==> config.mk <==
export PLATFORM = sky130hd
export DESIGN_NAME = seg_scan_driver
export DESIGN_NICKNAME = d
export VERILOG_FILES = /design/src/rtl/seg_pkg.sv /design/src/rtl/hex7_decode.sv /design/src/rtl/seg_scan_driver.sv
export SDC_FILE = /design/constraint.sdc
export NUM_CORES = 1
export LEC_CHECK = 0
export ABC_AREA = 1
export BUFFER_PORTS_ARGS = -buffer_cell sky130_fd_sc_hd__buf_2
export CAP_MARGIN = 25
export CORE_ASPECT_RATIO = 1.4
export CORE_MARGIN = 3
export CORE_UTILIZATION = 30
export DETAILED_ROUTE_END_ITERATION = 7
export HOLD_SLACK_MARGIN = 0.08
export SLEW_MARGIN = 20
export SYNTH_ARGS = -nofsm -noshare
export SYNTH_HDL_FRONTEND = slang
export SYNTH_SLANG_ARGS = --single-unit
==> constraint.sdc <==
create_clock -name clk -period 3.1 [get_ports clk]
set_input_delay 0.155 -clock clk [delete_from_list [all_inputs] [get_ports clk]]
set_output_delay 0.155 -clock clk [all_outputs]
set_load 0.01 [all_outputs]
==> src/rtl/seg_pkg.sv <==
// Shared constants and helpers for the multiplexed 7-segment driver.
package seg_pkg;

  localparam logic [6:0] SEG_BLANK = 7'b111_1111;

  // Active-low {a,b,c,d,e,f,g} patterns for hex digits 0-F
  localparam logic [6:0] HEX_SEG [16] = '{
    7'b0000001, 7'b1001111, 7'b0010010, 7'b0000110,
    7'b1001100, 7'b0100100, 7'b0100000, 7'b0001111,
    7'b0000000, 7'b0000100, 7'b0001000, 7'b1100000,
    7'b0110001, 7'b1000010, 7'b0110000, 7'b0111000
  };

  function automatic int idx_w(input int n);
    return (n > 1) ? $clog2(n) : 1;
  endfunction

endpackage

==> src/rtl/hex7_decode.sv <==
// Hex nibble to active-low 7-segment pattern.
module hex7_decode
  import seg_pkg::*;
(
  input  logic [3:0] nib,
  output logic [6:0] seg
);

  assign seg = HEX_SEG[nib];

endmodule

==> src/rtl/seg_scan_driver.sv <==
// Time-multiplexed hex display driver with shadowed, tear-free updates.
module seg_scan_driver
  import seg_pkg::*;
#(
  parameter int DIGITS         = 4,
  parameter int PRESCALE       = 50000,
  parameter bit SEG_ACTIVE_LOW = 1'b1,
  parameter bit AN_ACTIVE_LOW  = 1'b1,
  parameter bit LZ_BLANK       = 1'b0
) (
  input  logic                  clk,
  input  logic                  rst,
  input  logic [4*DIGITS-1:0]   value,
  input  logic [DIGITS-1:0]     dp,
  input  logic [DIGITS-1:0]     digit_en,
  input  logic                  load,
  output logic [6:0]            seg,
  output logic                  seg_dp,
  output logic [DIGITS-1:0]     an,
  output logic                  frame_done,
  output logic                  pending
);

  localparam int IW = idx_w(DIGITS);
  localparam int CW = $clog2(PRESCALE);
  localparam logic [IW-1:0] LAST = IW'(DIGITS - 1);
  localparam logic [6:0] SEG_INV = {7{~SEG_ACTIVE_LOW}};
  localparam logic [6:0] SEG_OFF = SEG_BLANK ^ SEG_INV;
  localparam logic DP_OFF = SEG_ACTIVE_LOW;
  localparam logic [DIGITS-1:0] AN_OFF = {DIGITS{AN_ACTIVE_LOW}};

  logic [CW-1:0]         cnt;
  logic [IW-1:0]         idx;
  logic                  tick;
  logic                  wrap;
  logic [4*DIGITS-1:0]   val_a;
  logic [4*DIGITS-1:0]   val_s;
  logic [DIGITS-1:0]     dp_a;
  logic [DIGITS-1:0]     dp_s;
  logic [DIGITS-1:0]     dis_a;
  logic [DIGITS-1:0]     dis_s;
  logic [DIGITS-1:0]     lz;
  logic [DIGITS-1:0]     sel;
  logic [3:0]            nib;
  logic [6:0]            dec;
  logic                  blank;
  logic                  dpr;
  logic                  hz;

  assign tick = cnt == CW'(PRESCALE - 1);
  assign wrap = tick && (idx == LAST);

  always_ff @(posedge clk or posedge rst) begin
    if (rst) begin
      cnt <= '0;
      idx <= '0;
      frame_done <= 1'b0;
    end else begin
      frame_done <= wrap;
      if (tick) begin
        cnt <= '0;
        idx <= wrap ? '0 : idx + 1'b1;
      end else begin
        cnt <= cnt + 1'b1;
      end
    end
  end

  // Enables are kept inverted so the reset frame shows zeros, not blanks
  always_ff @(posedge clk or posedge rst) begin
    if (rst) begin
      val_a   <= '0;
      val_s   <= '0;
      dp_a    <= '0;
      dp_s    <= '0;
      dis_a   <= '0;
      dis_s   <= '0;
      pending <= 1'b0;
    end else begin
      if (wrap && pending) begin
        val_a   <= val_s;
        dp_a    <= dp_s;
        dis_a   <= dis_s;
        pending <= 1'b0;
      end
      if (load) begin
        val_s   <= value;
        dp_s    <= dp;
        dis_s   <= ~digit_en;
        pending <= 1'b1;
      end
    end
  end

  always_comb begin
    hz = 1'b1;
    lz = '0;
    for (int i = DIGITS - 1; i > 0; i--) begin
      hz = hz && (val_a[4*i +: 4] == 4'h0);
      lz[i] = hz;
    end
  end

  always_comb begin
    nib   = '0;
    blank = 1'b0;
    dpr   = 1'b0;
    sel   = '0;
    for (int i = 0; i < DIGITS; i++) begin
      if (idx == IW'(i)) begin
        nib    = val_a[4*i +: 4];
        blank  = dis_a[i] || (LZ_BLANK && lz[i]);
        dpr    = dp_a[i];
        sel[i] = 1'b1;
      end
    end
  end

  hex7_decode u_dec (
    .nib (nib),
    .seg (dec)
  );

  always_ff @(posedge clk or posedge rst) begin
    if (rst) begin
      seg    <= SEG_OFF;
      seg_dp <= DP_OFF;
      an     <= AN_OFF;
    end else begin
      seg    <= (blank ? SEG_BLANK : dec) ^ SEG_INV;
      seg_dp <= (blank | ~dpr) ^ ~SEG_ACTIVE_LOW;
      an     <= (tick ? '0 : sel) ^ AN_OFF;
    end
  end

endmodule

# After elaboration in Yosys (flattened, before gate mapping)
# Memories as Yosys holds them, arrays and structs flattened.
# Cells that the tools add are included.
# Widths: inputs -> output; s select.
[totals]
output_inout_bits = 14
elab_cells = 54
reg_bits = 80
romBits = 112
inputBits = 27
mem_count = 1
[classes]
bitwise = 5
eq_ne = 4
order_cmp = 1
n_reduce_logical = 4
mux = 24
n_addsub = 2
[memory_table]
columns = ["memory", "words", "word_bits", "read_ports", "rd_clocked_by_memory_dff", "write_ports", "line_no", "text"]
rows = [
  ["(no name shown)", 16, 7, 1, 0, 0, "hex7_decode.sv:9", "assign seg = HEX_SEG[nib];"],
]
[op_table]
columns = ["op", "n"]
rows = [
  ["$mux 7", 3],
  ["$mux 4", 5],
  ["$add 16x1->16 const B", 1],
  ["$eq 16x16->1 const B", 1],
  ["$mux 16", 1],
  ["$mux 1", 14],
  ["$not 4->4", 2],
  ["$ge 5x5->1 const B", 1],
  ["$not 4->5", 1],
  ["$eq 2x2->1 const B", 2],
  ["$add 2x1->2 const B", 1],
  ["$eq 2x1->1 const B", 1],
  ["$logic_and 1x1->1", 2],
  ["$logic_not 2->1", 1],
  ["$mux 2", 1],
  ["$reduce_bool 2->1", 1],
  ["$not 1->1", 1],
  ["$or 1x1->1", 1],
]

# Depth between registers and ports, before layout
[logic_depth]
ltp_word = 10
depth_mapped = 14
ltp_nobuf = 13

# Hierarchy
# A second synthesis with hierarchy kept.
[hier_totals]
cells_unflattened = 477
hier_area_um2 = 3895.0
[modules_own_cells]
columns = ["module", "area_each_um2", "n_inst", "seq_area_each_um2", "cells_each"]
rows = [
  ["seg_scan_driver", 3621.0, 1, 2016.9, 428],
  ["hex7_decode", 274.0, 1, 0.0, 49],
]

# Worst setup path before layout
# OpenSTA, ideal clock, no wires.
[synth_timing]
kind = "register to register"
startpoint = "register idx[0]"
endpoint = "register seg[3]"
period_less_slack_ns = 1.926
path_stages_with_launch = 14
t_arrival_ns = 1.842
required_time_ns = 3.017
slack_ns = 1.174
cell_sequence = "dfrtp_1 inv_1 ha_1 buf_4 inv_1 nor2_1 nor2_1 a21boi_1 inv_1 ha_1 nand3_1 nand2_1 nand2_1 nand3_1"
[synth_via]
elab_chain_len = 10
[synth_rtl]
columns = ["element", "line_no", "text"]
rows = [
  ["start, declared", "seg_scan_driver.sv:33", "logic [IW-1:0] idx;"],
  ["start signal, assigned", "seg_scan_driver.sv:62", "idx <= wrap ? '0 : idx + 1'b1;"],
  ["$logic_not 2->1", "seg_scan_driver.sv:110", "if (idx == IW'(i)) begin"],
  ["$mux 4 (4 in a row)", "seg_scan_driver.sv:110", ""],
  ["$not 4->5 (not written as such)", "hex7_decode.sv:9", ""],
  ["$mem_v2 16x7", "-", ""],
  ["$mux 7 (not written as such) (2 in a row)", "hex7_decode.sv:9", ""],
  ["$mux 7 *", "seg_scan_driver.sv:130", "seg <= (blank ? SEG_BLANK : dec) ^ SEG_INV;"],
  ["end signal, assigned", "seg_scan_driver.sv:130", ""],
  ["end, declared", "seg_scan_driver.sv:17", "output logic [6:0] seg,"],
]
# Every way passes the cells marked *; elsewhere a longest branch is shown, timed or not. The select of a mux whose other input is x is not followed.
# A chain may end at the register's enable or synchronous reset.

# Worst setup path in the final report
# Same ends and word-level chain as after synthesis.

==> reports/results.txt <==
Worst skew pair latency - 340 ps
Asr flop ratio synth - 100.0%
Mean area per synthesized cell - 8.105 um^2
Nets - 571
Ys flop type - dfrtp_1
Top cell type's share of synthesized area - 44.58%
Flop pwr share - 48.6%
Reg2reg path depth - 12
CTS sink cnt - 80
Max VDD drop - 0.2165 mV
DRC Markers - 0
P per Cell Area - 479.8 mW/mm^2
CTS Root Cell - clkbuf_16
Critical path, cell by cell - inv_1 > ha_1 > inv_1 > nor2_1 > nor2_1 > a21boi_1 > inv_1 > ha_1 > nand3_1 > nand2_1 > nand2_1 > nand3_1
Minimum clock period - 2302 ps
Worst EP arrival - 2570 ps
DIE AREA - 0.01413 mm^2
Ys Warns - 0
Largest net degree at the start of global routing - 33
Maxcap violations - 0
Clock slew at reported path FFs - 60 ps
Vias in the first global route - 3164
Core Area - 0.01237 mm^2
Relative slew slack - 45.91%
Setup total negative slack - 0 ps
Top-count cell post-synth - nand2_1
Startpoint Class - flop
Worst path required time - 3370 ps
CTS H-tree lvls - 3
Max Fclk - 0.4344 GHz
NetSw - 0.4792 mW
Ant diodes - 0
# rows - 48
Global placement routability congestion - 0.9338
Starting Density - 30.86%
Crit Path Class - reg2reg
Commonest cells in the netlist - nand2_1, dfrtp_1, nand3_1
Reg2Reg Launch Point - idx[0]
Final period util - 74.27%
Via-to-Cell Ratio - 4.597
Final Power - 2.238 mW
CP dominant cell by count - inv_1
Flop2flop setup slack - 800 ps
First-pass GRT wire length - 14.48 mm
FF-to-FF End - seg[3]
DRT antenna net count - 0
Tightest Pin Transition - 810.4 ps
Synth Instances - 471
Top cells by area, synth - dfrtp_1, nand2_1, dfstp_2, nand3_1, inv_1
Setup Buffers After CTS - 0
I/O Pins - 41
GRT Overall Usage - 12.89%
Pins Over Slew Limit - 0
Syn Nets - 509
Combinational group share of total power - 4.2%
Detailed Route Iter0 Violations - 142
CTS Buffer Depth - 2
Die H - 139.5 um
Die W - 101.3 um
Yosys top cell by area - dfrtp_1
Register area share after synthesis - 52.84%
Post-DP HPWL - 6.184 mm
RSZ-0062 raised after global routing - no
Flops & latches, synth - 80
Hold Slack - 217.2 ps
Crit-path max cell delay - 410 ps
WL/cell - 12.21 um
Sw frac - 21.41%
Area grow syn2layout - 22.22%
Post-synth EDFFs - 0
Grt ovf - 0
Synth Cell Area - 0.003817 mm^2
Clock power share - 47.1%
Routed vias - 3158
Slowest cell on the critical path - dfrtp_1
CTS tree - done
Int Pwr - 1.759 mW
Crit. Startpoint - idx[0]
Count of cell types in the netlist - 27
CP endpoint - seg[3]
Share of cells above drive strength 1 - 14.90%
Port bufs - 40
CTS buffer count - 9
Final WL - 8.387 mm
Count of final hold-check violations - 0
Min-Delay Path Class - in2reg
Crit path capture type - flop
Status - completed
Setup violators final - 0
Leak Pwr - 2.520 nW
First-pass detailed-route iteration total - 4
Max FO, Critical Path - 9
Setup Skew - 6.559 ps
Antenna violations before repair - 0
-- power groups by stage --
stage	sequential, mW	combinational (mW)	clock, mW
floorplan	1.10	0.0455	0
global placement	1.11	0.0736	0
detailed placement	1.11	0.0752	0
CTS	1.09	0.0991	1.07
global route	1.09	0.112	1.12
finish	1.09	0.0951	1.06
-- worst max-delay path, delay by kind of cell (launching register included) --
| kind | cells | cell delay (ps) |
|---|---|---|
| AOI/OAI and AO/OA | 1 | 330 |
| DFF | 1 | 410 |
| adders and majority gates | 2 | 630 |
| and+or+nand+nor | 6 | 450 |
| buffers and inverters | 3 | 400 |
-- placed cells by master, fill, tap and decap left out, types with 4 or more instances in the layout --
| cell | netlist | layout |
|---|---|---|
| o21ai_0 | 15 | 15 |
| nand3_1 | 54 | 54 |
| clkbuf_16 | 0 | 9 |
| nand4_1 | 4 | 4 |
| nor3_1 | 4 | 4 |
| xor2_1 | 4 | 4 |
| ha_1 | 11 | 11 |
| dfstp_2 | 12 | 12 |
| dfrtp_1 | 68 | 68 |
| dlygate4sd3_1 | 0 | 25 |
| nand2_1 | 184 | 184 |
| nor2_1 | 34 | 34 |
| a21oi_1 | 12 | 12 |
| inv_1 | 37 | 36 |
| buf_2 | 6 | 40 |
-- metrics by stage --
stage / util [%] / setup slack [ps] / cells / area [um^2]
3_5_place_dp: 33.30 / 826.3 / 647 / 4120
4_1_cts: 37.71 / 806.5 / 687 / 4666
3_3_place_gp: 33.30 / 910.0 / 647 / 4120
6_report: 37.71 / 797.7 / 687 / 4666
2_1_floorplan: - / 913.1 / 471 / 3817
5_1_grt: 37.71 / 470.5 / 687 / 4666
-- layout make-up --
| type | count | area, um^2 |
|---|---|---|
| clock buffer | 10 | 239.0 |
| timing repair buffer | 68 | 473.0 |
| multi-input combinational | 335 | 1545 |
| tap | 150 | 187.7 |
| inverter | 39 | 147.6 |
| clock inverter | 5 | 56.30 |
| fill | 1304 | 7706 |
| sequential | 80 | 2017 |
-- logic make-up (layout without fill, tap and decap cells) --
logic type | after synthesis | after routing | synth area share (%)
AND/OR/NAND/NOR | 287 | 287 | 31.33
AO/OA/AOI/OAI | 33 | 33 | 4.621
adder cells (fa/ha/maj) | 11 | 11 | 3.605
XOR/XNOR | 4 | 4 | 0.9176
buffers and inverters | 56 | 122 | 6.686
flip-flops | 80 | 80 | 52.84
-- layer usage --
metal / track usage [%] / vias up / share of wire, %
li1: - / 1607 / -
met1: 15.06 / 1485 / 43
met2: 21.66 / 50 / 51
met3: 3.159 / 16 / 3.5
met4: 6.373 / 0 / 2.8
met5: 0 / - / 0
-- worst min-delay path by stage --
stage	from	to	slack (ps)	cells past startpoint
CTS	load	dp_s[2]	220	3
global placement	rst	val_s[5]	210	2
floorplan	digit_en[0]	dis_s[0]	270	1
global route	load	dp_s[1]	240	3
finish	load	dp_s[2]	220	3
detailed placement	rst	val_a[1]	220	2
-- sequential cells by signal (all words and copies together), names as in the netlist --
name	flops
cnt	16
val_a	16
val_s	16
seg	7
an	4
dis_a	4
dis_s	4
dp_a	4
dp_s	4
idx	2
frame_done	1
pending	1
seg_dp	1
-- timing repair --
item                                   CTS  global route
hold buffers                            25             0
resized for setup                        0             0
endpoints found under the hold margin   54             0
No activity file was read; power rests on OpenSTA's default activity.
